<file path="src/rtl/iiitb_rv32i_mem_arb.sv">
// Shares one single-port memory between rv32i fetch (IF) and data (D) requesters.
// Define IIITB_ARB_PERF_EN to add the perf_if_wait / perf_d_wait wait-cycle counters.
module iiitb_rv32i_mem_arb #(
   parameter int AW         = 32,
   parameter int DW         = 32,
   parameter int MEM_LAT    = 2,
   parameter int STARVE_MAX = 3
) (
   input  logic          clk,
   input  logic          RN,
   input  logic          if_req,
   input  logic [AW-1:0] if_addr,
   output logic          if_ack,
   output logic [DW-1:0] if_rdata,
   input  logic          d_req,
   input  logic          d_we,
   input  logic [AW-1:0] d_addr,
   input  logic [DW-1:0] d_wdata,
   output logic          d_ack,
   output logic [DW-1:0] d_rdata,
   output logic          mem_en,
   output logic          mem_we,
   output logic [AW-1:0] mem_addr,
   output logic [DW-1:0] mem_wdata,
   input  logic [DW-1:0] mem_rdata,
   output logic          busy
`ifdef IIITB_ARB_PERF_EN
   ,
   output logic [31:0]   perf_if_wait,
   output logic [31:0]   perf_d_wait
`endif
);

   localparam int LW = (MEM_LAT > 1) ? $clog2(MEM_LAT) : 1;
   localparam int SW = (STARVE_MAX > 0) ? $clog2(STARVE_MAX + 1) : 1;

   typedef enum logic [1:0] {S_IDLE, S_ISSUE, S_WAIT, S_DONE} state_t;

   state_t        r_state;
   logic          r_win_d;
   logic [LW-1:0] r_lat;
   logic [SW-1:0] r_starve;
   logic          r_if_ack, r_d_ack, r_mem_en, r_mem_we;
   logic [AW-1:0] r_mem_addr;
   logic [DW-1:0] r_mem_wdata, r_if_rdata, r_d_rdata;
   logic          w_busy, w_pick_d;

   assign w_busy   = (r_state != S_IDLE);
   // D wins unless IF has already been passed over STARVE_MAX times in a row
   assign w_pick_d = d_req && (!if_req || (r_starve < SW'(STARVE_MAX)));

   always_ff @(posedge clk or posedge RN) begin
      if (RN) begin
         r_state     <= S_IDLE;
         r_win_d     <= 1'b0;
         r_lat       <= '0;
         r_starve    <= '0;
         r_if_ack    <= 1'b0;
         r_d_ack     <= 1'b0;
         r_mem_en    <= 1'b0;
         r_mem_we    <= 1'b0;
         r_mem_addr  <= '0;
         r_mem_wdata <= '0;
         r_if_rdata  <= '0;
         r_d_rdata   <= '0;
      end else begin
         r_if_ack <= 1'b0;
         r_d_ack  <= 1'b0;
         r_mem_en <= 1'b0;
         case (r_state)
            S_IDLE: begin
               if (w_pick_d) begin
                  r_win_d     <= 1'b1;
                  r_mem_we    <= d_we;
                  r_mem_addr  <= d_addr;
                  r_mem_wdata <= d_wdata;
                  r_mem_en    <= 1'b1;
                  r_state     <= S_ISSUE;
                  if (if_req) r_starve <= r_starve + 1'b1;
               end else if (if_req) begin
                  r_win_d    <= 1'b0;
                  r_mem_we   <= 1'b0;
                  r_mem_addr <= if_addr;
                  r_mem_en   <= 1'b1;
                  r_starve   <= '0;
                  r_state    <= S_ISSUE;
               end
            end
            S_ISSUE: begin
               r_lat   <= LW'(MEM_LAT - 1);
               r_state <= S_WAIT;
            end
            S_WAIT: begin
               if (r_lat == '0) begin
                  if (r_win_d) begin
                     if (!r_mem_we) r_d_rdata <= mem_rdata;
                     r_d_ack <= 1'b1;
                  end else begin
                     r_if_rdata <= mem_rdata;
                     r_if_ack   <= 1'b1;
                  end
                  r_state <= S_DONE;
               end else begin
                  r_lat <= r_lat - 1'b1;
               end
            end
            default: r_state <= S_IDLE;
         endcase
      end
   end

   assign if_ack    = r_if_ack;
   assign if_rdata  = r_if_rdata;
   assign d_ack     = r_d_ack;
   assign d_rdata   = r_d_rdata;
   assign mem_en    = r_mem_en;
   assign mem_we    = r_mem_we;
   assign mem_addr  = r_mem_addr;
   assign mem_wdata = r_mem_wdata;
   assign busy      = w_busy;

`ifdef IIITB_ARB_PERF_EN
   logic [31:0] r_perf_if, r_perf_d;
   logic        w_if_wait, w_d_wait;

   // A requester is waiting only while the other side owns the memory
   assign w_if_wait = if_req && w_busy && r_win_d;
   assign w_d_wait  = d_req && w_busy && !r_win_d;

   always_ff @(posedge clk or posedge RN) begin
      if (RN) begin
         r_perf_if <= '0;
         r_perf_d  <= '0;
      end else begin
         if (w_if_wait && (r_perf_if != 32'hFFFF_FFFF)) r_perf_if <= r_perf_if + 32'd1;
         if (w_d_wait && (r_perf_d != 32'hFFFF_FFFF))   r_perf_d  <= r_perf_d + 32'd1;
      end
   end

   assign perf_if_wait = r_perf_if;
   assign perf_d_wait  = r_perf_d;
`endif

endmodule

</file>
<file path="config.mk">
export PLATFORM = sky130hd
export DESIGN_NAME = iiitb_rv32i_mem_arb
export DESIGN_NICKNAME = d
export VERILOG_FILES = /design/src/rtl/iiitb_rv32i_mem_arb.sv
export SDC_FILE = /design/constraint.sdc
export NUM_CORES = 1
export LEC_CHECK = 0
export CAP_MARGIN = 10
export CORE_ASPECT_RATIO = 1.4
export CORE_MARGIN = 1
export CORE_UTILIZATION = 40
export CTS_CLUSTER_DIAMETER = 30
export DETAILED_ROUTE_END_ITERATION = 16
export DONT_BUFFER_PORTS = 1
export SKIP_CTS_REPAIR_TIMING = 1
export SLEW_MARGIN = 20
export SYNTH_ARGS = -nofsm -noshare
export SYNTH_HDL_FRONTEND = slang
export SYNTH_SLANG_ARGS = --single-unit
</file>
<file path="constraint.sdc">
create_clock -name clk -period 6.3 [get_ports clk]
set_clock_uncertainty 0.1 [all_clocks]
set_input_delay 0 -clock clk [delete_from_list [all_inputs] [get_ports clk]]
set_output_delay 0 -clock clk [all_outputs]
set_load 0.1 [all_outputs]
</file>
==> results of run 1 <==
cell families after synthesis:
logic type / synth area share
flip-flops: 0.606
buffers and inverters: 0.0303
adder cells (fa/ha/maj): 0.0132
AND/OR/NAND/NOR: 0.0516
AO/OA/AOI/OAI: 0.0709
multiplexers: 0.228
per-stage QoR:
step | hold slack (ps) | setup WS, ps
floorplan | 29.0 | 2500
global placement | -159 | 3400
detailed placement | -140 | 3260
CTS | -576 | 3230
==> impl_metrics.tcl, run 1 <==
set metrics [dict create \
    async_flop_share 1.00 \
    firstError "[ERROR RSZ-0060] Max buffer count reached." \
    ys_warn_count 0 \
    dpl.cell_count 584 \
    cts.sinks 138 \
    synth_edf_count 0 \
    root_buffer "clkbuf_16" \
    synth-seq-cells 138 \
    dieHeight_um 143 \
    io_buffers 0 \
    stop_stage "global routing" \
    synthCells 418 \
    ys_top_cells_by_area "dfrtp_1 61%, mux2_4 13%, mux2_2 7.3%, a21oi_1 5.6%, nand2_1 2.4%" \
    synth_area_per_cell_um2 13.6 \
    synth_ff_type "dfrtp_1" \
    ios 266 \
    die_x_um 103 \
    cts_buffer_depth 2 \
    syn_nets 557 \
    synth_most_common_cell "dfrtp_1" \
    initial_utilization 0.410 \
    synth_largest_area_cell "dfrtp_1" \
    syn_area_um2 5700 \
    synth_commonest_cells "138 x dfrtp_1, 64 x a21oi_1, 50 x mux2_4, 37 x mux2_2, 36 x nand2_1" \
    rows 51 \
    cts_buffers 17 \
    dp_hpwl_um 8710 \
    cts-htree-levels 4 \
    place_area_um2 5830 \
    synth_top_area_frac 0.606 \
    gp_congestion 0.815 \
    ys_seq_area_frac 0.606 \
    grt_max_degree 80 \
    status "did not finish" \
    yosysUniqueCellTypes 28 \
]
==> run 2: changes to the inputs <==
CORE_ASPECT_RATIO = not set   (was 1.4)
CORE_UTILIZATION = 25   (was 40)
CTS_CLUSTER_DIAMETER = not set   (was 30)
PLACE_DENSITY_LB_ADDON = 0.15   (was not set)
==> impl_metrics.tcl, run 2 <==
set metrics [dict create \
    regArea_um2 3450 \
    yosysUniqueCellTypes 28 \
    crit_type "reg2reg" \
    status "finished, final reports clean" \
    cts_buffers 17 \
    gp_congestion 0.726 \
    min_path_type "in2reg" \
    drtIter0Drc 140 \
    initial_utilization 0.258 \
    die_x_um 153 \
    synth_top_area_frac 0.606 \
    ys_top_cells_by_area "dfrtp_1 61%, mux2_4 13%, mux2_2 7.3%, a21oi_1 5.6%, nand2_1 2.4%" \
    r2r_end "mem_addr[18]$_DFFE_PP0P_" \
    grt_pass1_wl_um 20800 \
    cts_buffer_depth 2 \
    synthCells 418 \
    synth_ff_type "dfrtp_1" \
    drv_cap 0 \
    synth_largest_area_cell "dfrtp_1" \
    r2r-start "r_state[1]$_DFFE_PP0P_" \
    r2r_slack_ps 3020 \
    synth_area_per_cell_um2 13.6 \
    most-common-layout-cells "138 x dfrtp_1, 133 x dlygate4sd3_1, 64 x a21oi_1" \
    crit_path_end_kind "register" \
    fillers 2115 \
    wl_per_cell_um 17.2 \
    crit_arrival_ps 3470 \
    wirelength_um 14500 \
    vias_per_cell 4.52 \
    core_um2 22100 \
    hold_viol 0 \
    synth_most_common_cell "dfrtp_1" \
    startpoint "r_state[1]$_DFFE_PP0P_" \
    die_area_um2 23400 \
    ys_seq_area_frac 0.606 \
    hold_start "d_req" \
    dp_hpwl_um 8920 \
    ios 266 \
    root_buffer "clkbuf_16" \
    report.final.slew_viol_count 0 \
    slew_headroom 0.314 \
    syn_area_um2 5700 \
    setup_viol 0 \
    reg2regPathDepth 8 \
    clkTransAtPathRegs_ps 60 \
    finalSetupTns_ps 0 \
    multi_input_area_um2 2090 \
    antenna_cells 0 \
    antenna_found_initial 0 \
    fin_crit_ps 3280 \
    gr-total-overflow 0 \
    clkLatencyLatePin_ps 410 \
    rows 54 \
    synth_commonest_cells "138 x dfrtp_1, 64 x a21oi_1, 50 x mux2_4, 37 x mux2_2, 36 x nand2_1" \
    firstDrtPassIters 4 \
    syn_nets 557 \
    grt_usage 0.118 \
    cts-htree-levels 4 \
    cp.required_ps 6490 \
    worst-slew-pin-transition_ps 1030 \
    drive_gt1_frac 0.227 \
    io_buffers 0 \
    grt_pass1_vias 3588 \
    cts.sinks 138 \
    layout_commonest_cell "dfrtp_1" \
    synth-seq-cells 138 \
    nNetsFinal 690 \
    cts_tree "done" \
    grt_max_degree 79 \
    ant_nets 0 \
    fmax_mhz 305 \
    dieHeight_um 153 \
    crit_end "mem_addr[18]$_DFFE_PP0P_" \
    async_flop_share 1.00 \
    vias 3810 \
    cp-start-kind "register" \
    area_growth_pct 38.5 \
    ys_warn_count 0 \
    synth_edf_count 0 \
    drc 0 \
    cp_max_fo 35 \
    rsz0062_at_grt "false" \
    post-route-period-util 0.520 \
]
-- run 2: critical path, stage by stage, from the launching register on --
cell and delay [ps]:
dfrtp_1 410, inv_1 80, ha_1 250, o21ai_2 70, buf_4 370, clkinv_1 870
nor2_1 350, a21oi_1 80, dlygate4sd3_1 560
-- run 2: how the worst min path moves through the flow --
stage                                to  cells past startpoint
2_1_floorplan   mem_addr[0]$_DFFE_PP0P_                      2
3_3_place_gp   mem_wdata[4]$_DFFE_PP0P_                      1
3_5_place_dp   if_rdata[26]$_DFFE_PP0P_                      1
4_1_cts        mem_wdata[3]$_DFFE_PP0P_                      1
5_1_grt             r_win_d$_DFFE_PP0P_                      3
6_report            r_win_d$_DFFE_PP0P_                      3
-- run 2: metrics by stage --
stage / area, µm² / util / hold slack (ps) / instances / setup WS (ps)
final: 7890 / 0.357 / 33.9 / 843 / 3020
after floorplan: 5700 / - / 29.0 / 418 / 2500
after global routing: 7890 / 0.357 / 26.9 / 843 / 2740
after detailed placement: 5950 / 0.269 / -54.3 / 679 / 3170
after global placement: 5950 / 0.269 / -62.4 / 679 / 3270
after CTS: 6560 / 0.297 / -502 / 710 / 3170
-- run 2: per-layer routing --
| metal | GRT usage | part of all wire | vias up | wire length (µm) |
|---|---|---|---|---|
| met3 | 0.0652 | 0.092 | 9 | 1340 |
| met4 | 0.0452 | 0.0088 | 0 | 128 |
| met2 | 0.191 | 0.51 | 191 | 7330 |
| li1 | - | - | 1701 | - |
| met5 | 0 | 0 | - | 0 |
| met1 | 0.129 | 0.39 | 1909 | 5670 |
-- run 2: cell type report --
class                   instances  share of cell area
clock inverters                10              0.0181
inverters                       6             0.00349
well taps                     280              0.0444
multi-input cells             251               0.264
repair buffers                137               0.172
clock buffers                  21              0.0596
flip-flops and latches        138               0.438
-- run 2: cell families after synthesis --
kind of cell             synth area share
AO/OA/AOI/OAI                      0.0709
adder cells (fa/ha/maj)            0.0132
buffers and inverters              0.0303
flip-flops                          0.606
multiplexers                        0.228
AND/OR/NAND/NOR                    0.0516
Power of run 2 is not shown: default switching activity piles up to over one toggle a cycle in this logic, so the estimate is an artifact.
==> run 3: changes to the inputs <==
ABC_AREA = 1   (was not set)
clock period = 2.8 ns   (was 6.3 ns; I/O delays follow)
==> impl_metrics.tcl, run 3 <==
set metrics [dict create \
    status "finished, final reports clean" \
    setup_viol 0 \
    cp_max_fo 35 \
    min_path_type "in2reg" \
    synth_edf_count 0 \
    fin_crit_ps 2530 \
    die_x_um 156 \
    cp_cell_sequence "ha_1, nand2_2, nand2_2, nand2_1, nand3_1, dlygate4sd3_1, nand2_1" \
    ys_seq_area_frac 0.584 \
    cts_tree "done" \
    rows 55 \
    post-route-period-util 0.905 \
    synth_area_per_cell_um2 8.42 \
    antenna_found_initial 0 \
    report.final.slew_viol_count 0 \
    synth_ff_type "dfrtp_1" \
    rsz0062_at_grt "false" \
    core_um2 22900 \
    cts_buffers 17 \
    cp.required_ps 3060 \
    io_buffers 0 \
    antenna_cells 0 \
    fmax_mhz 395 \
    gr-total-overflow 0 \
    synth-seq-cells 138 \
    drtIter0Drc 366 \
    grt_max_degree 72 \
    finalSetupTns_ps 0 \
    path_buf_inv 1 \
    synth_top_area_frac 0.584 \
    multi_input_area_um2 1790 \
    regArea_um2 3450 \
    hold_ws_ps 64.5 \
    synth_most_common_cell "nand2_1" \
    worst-slew-pin-transition_ps 912 \
    die_area_um2 24300 \
    dieHeight_um 156 \
    area_growth_pct 55.4 \
    layout.cells.non_filler 1284 \
    layout_commonest_cell "nand2_1" \
    synth_largest_area_cell "dfrtp_1" \
    slew_headroom 0.392 \
    crit_arrival_ps 2790 \
    fillers 2272 \
    dp_hpwl_um 11200 \
    grt_pass1_vias 4868 \
    place_ws_ps 744 \
    grt_pass1_wl_um 25100 \
    gp_congestion 0.760 \
    ant_nets 0 \
    root_buffer "clkbuf_16" \
    synth_commonest_cells "208 x nand2_1, 138 x dfrtp_1, 135 x inv_1, 96 x o21ai_0, 68 x nand3_1" \
    ys_top_cells_by_area "dfrtp_1 58%, nand2_1 13%, inv_1 8.6%, o21ai_0 8.1%, nand3_1 5.8%" \
    drv_cap 0 \
    dpl.cell_count 1118 \
    cts-htree-levels 4 \
    drive_gt1_frac 0.182 \
    syn_nets 842 \
    vias_per_cell 4.15 \
    drc 0 \
    crit_type "reg2reg" \
    firstDrtPassIters 5 \
    synthCells 703 \
    crit_path_end_kind "register" \
    wirelength_um 16400 \
    grt_usage 0.132 \
    ios 266 \
    vias 5334 \
    cp_slowest_cell "dlygate4sd3_1" \
    cp-start-kind "register" \
    setup_slack_ps 267 \
    cts_buffer_depth 2 \
    critPathTopFamily "simple AND/OR/NAND/NOR gates" \
    cts.sinks 138 \
    cp_slowest_stage_delay_ps 610 \
    initial_utilization 0.258 \
    yosysUniqueCellTypes 20 \
    nNetsFinal 1097 \
    wl_per_cell_um 12.8 \
    most-common-layout-cells "207 x nand2_1, 138 x dfrtp_1, 135 x buf_4" \
    clkLatencyLatePin_ps 420 \
    syn_area_um2 5920 \
    async_flop_share 1.00 \
    clkTransAtPathRegs_ps 70 \
    ys_warn_count 0 \
    hold_viol 0 \
]
==> run 3: layer usage <==
layer,GRT usage,up-vias,part of all wire
li1,-,2662,-
met1,0.165,2441,0.44
met2,0.206,211,0.46
met3,0.0514,20,0.084
met4,0.0476,0,0.015
met5,0,-,0
==> run 3: path summary, 6_finish.rpt <==
check,start,endpoint,slack (ps),depth (start not counted)
max reg2reg,r_starve[0]$_DFFE_PP0P_,mem_addr[26]$_DFFE_PP0P_,270,7
max in group asynchronous,RN,d_rdata[25]$_DFFE_PP0P_,1720,3
min,d_req,mem_wdata[30]$_DFFE_PP0P_,60,2
min in group asynchronous,RN,mem_wdata[3]$_DFFE_PP0P_,70,2
max,r_starve[0]$_DFFE_PP0P_,mem_addr[26]$_DFFE_PP0P_,270,7
min reg2reg,d_rdata[25]$_DFFE_PP0P_,d_rdata[25]$_DFFE_PP0P_,390,2
==> run 3: final cells by class <==
class,instances,share of cell area
Sequential cell,138,0.375
Timing Repair Buffer,271,0.261
Multi-Input combinational cell,395,0.195
Inverter,135,0.0555
Clock buffer,19,0.0482
Tap cell,313,0.0426
Clock inverter,13,0.0224
==> run 3: logic make-up (layout without fill, tap and decap cells) <==
group / after synthesis / count (layout) / synth area share
AND/OR/NAND/NOR: 289 / 289 / 0.204
adder cells (fa/ha/maj): 6 / 6 / 0.0127
buffers and inverters: 170 / 438 / 0.115
AO/OA/AOI/OAI: 100 / 100 / 0.0852
flip-flops: 138 / 138 / 0.584
==> run 3: per-stage QoR <==
| stage | util | area (µm²) |
|---|---|---|
| final | 0.401 | 9200 |
| after global routing | 0.401 | 9200 |
| after CTS | 0.342 | 7850 |
| after detailed placement | 0.314 | 7200 |
| after global placement | 0.314 | 7200 |
| after floorplan | - | 5920 |
==> run 3: worst register-to-register path: cells and delay by family (launching register included) <==
kind / cells / cell delay, ps
AND/OR/NAND/NOR: 5 / 1150
adder cells (fa/ha/maj): 1 / 220
flip-flops: 1 / 400
buffers and inverters: 1 / 610
Power of run 3 is left out for the same reason.
==> run 4: changes to the inputs <==
CAP_MARGIN = not set   (was 10)
CELL_PAD_IN_SITES_DETAIL_PLACEMENT = 1   (was not set)
CELL_PAD_IN_SITES_GLOBAL_PLACEMENT = 2   (was not set)
CTS_BUF_LIST = sky130_fd_sc_hd__clkbuf_4   (was not set)
==> impl_metrics.tcl, run 4 (synthesized netlist as in run 3, its figures left out) <==
set metrics [dict create \
    die_x_um 156 \
    ios 266 \
    gp_congestion 0.737 \
    rows 55 \
    grt_max_degree 139 \
    drive_gt1_frac 0.181 \
    hold_ws_ps -9.10 \
    cts_buffer_depth 2 \
    area_growth_pct 50.5 \
    wl_per_cell_um 14.5 \
    fmax_mhz 389 \
    cp_slowest_cell "dlygate4sd3_1" \
    place_area_um2 7190 \
    initial_utilization 0.258 \
    vias 5474 \
    cp_slowest_stage_delay_ps 580 \
    cp_max_fo 64 \
    slew_headroom 0.390 \
    drc 0 \
    clkLatencyLatePin_ps 520 \
    status "finished, violations left" \
    most-common-layout-cells "207 x nand2_1, 138 x dfrtp_1, 136 x dlygate4sd3_1" \
    core_um2 22900 \
    report.final.slew_viol_count 0 \
    die_area_um2 24300 \
    design_area_um2 8910 \
    utilization 0.389 \
    worst-slew-pin-transition_ps 915 \
    path_buf_inv 1 \
    root_buffer "clkbuf_4" \
    setup_viol 0 \
    fin_crit_ps 2570 \
    io_buffers 0 \
    critPathTopFamily "simple AND/OR/NAND/NOR gates" \
    grt_pass1_vias 5106 \
    dieHeight_um 156 \
    wirelength_um 18700 \
    antenna_found_initial 1 \
    cts_tree "done" \
    drtIter0Drc 191 \
    min_path_type "in2reg" \
    post-route-period-util 0.918 \
    drv_cap 0 \
    firstDrtPassIters 4 \
    ant_nets 0 \
    cp_cell_sequence "ha_1, nand2_2, nand3_4, nand2_1, o21ai_1, dlygate4sd3_1" \
    crit_path_end_kind "register" \
    cp.required_ps 3140 \
    cts_buffers 17 \
    layout_commonest_cell "nand2_1" \
    nNetsFinal 1099 \
    vias_per_cell 4.25 \
    dp_hpwl_um 12600 \
    clkTransAtPathRegs_ps 140 \
    hold_viol 1 \
    grt_pass1_wl_um 27600 \
    violations "hold timing" \
    cts.sinks 138 \
    cp-start-kind "register" \
    grt_usage 0.146 \
    cts-htree-levels 4 \
    crit_type "reg2reg" \
    crit_arrival_ps 2910 \
    gr-total-overflow 0 \
]
-- run 4: changes by cell type in the layout (fill, tap and decap cells not counted), sizes merged --
cell         before  now
buf             138  137
clkinvlp          3    4
clkinv            1    3
inv             140  137
diode             0    1
dlygate4sd3     133  136
-- run 4: final timing paths --
path,end,from,slack (ps),depth (start not counted)
worst max register to register,mem_wdata[30]$_DFFE_PP0P_,r_starve[0]$_DFFE_PP0P_,230,6
worst min register to register,d_rdata[16]$_DFFE_PP0P_,d_rdata[16]$_DFFE_PP0P_,400,2
max in group asynchronous,mem_addr[5]$_DFFE_PP0P_,RN,1930,3
worst max-delay path,mem_wdata[30]$_DFFE_PP0P_,r_starve[0]$_DFFE_PP0P_,230,6
min in group asynchronous,if_rdata[8]$_DFFE_PP0P_,RN,0,3
worst min-delay path,mem_wdata[31]$_DFFE_PP0P_,d_req,-9,2
-- run 4: area by class of cell --
class,instances,area [µm²]
Antenna cell,1,2.50
Sequential cell,138,3450
Clock buffer,19,143
Inverter,135,510
Multi-Input combinational cell,395,1790
Fill cell,2711,14000
Timing Repair Buffer,273,2430
Clock inverter,13,193
Tap cell,313,392
-- run 4: per-layer routing --
layer / GRT usage / wire length, µm / vias to the layer above
met3: 0.0583 / 1530 / 17
li1: - / - / 2656
met1: 0.179 / 7650 / 2620
met5: 0 / 0 / -
met2: 0.237 / 9260 / 181
met4: 0.0401 / 239 / 0
-- run 4: through the flow --
| step | setup TNS [ps] | worst slack (ps) | hold slack [ps] | std cells |
|---|---|---|---|---|
| global route | -31.2 | -31.2 | 9.04 | 1287 |
| CTS | 0 | 580 | -576 | 1149 |
| finish | 0 | 229 | -9.10 | 1287 |
| global placement | 0 | 829 | 44.4 | 1117 |
| floorplan | 0 | 979 | 32.9 | 703 |
| detailed placement | 0 | 662 | 46.5 | 1117 |
-- run 4: worst reg2reg max path, cell delays in order, from the launching register on --
cell and delay, ps:
dfrtp_1 420, ha_1 220, nand2_2 300, nand3_4 560
nand2_1 230, o21ai_1 80, dlygate4sd3_1 580
Power of run 4 is left out for the same reason.
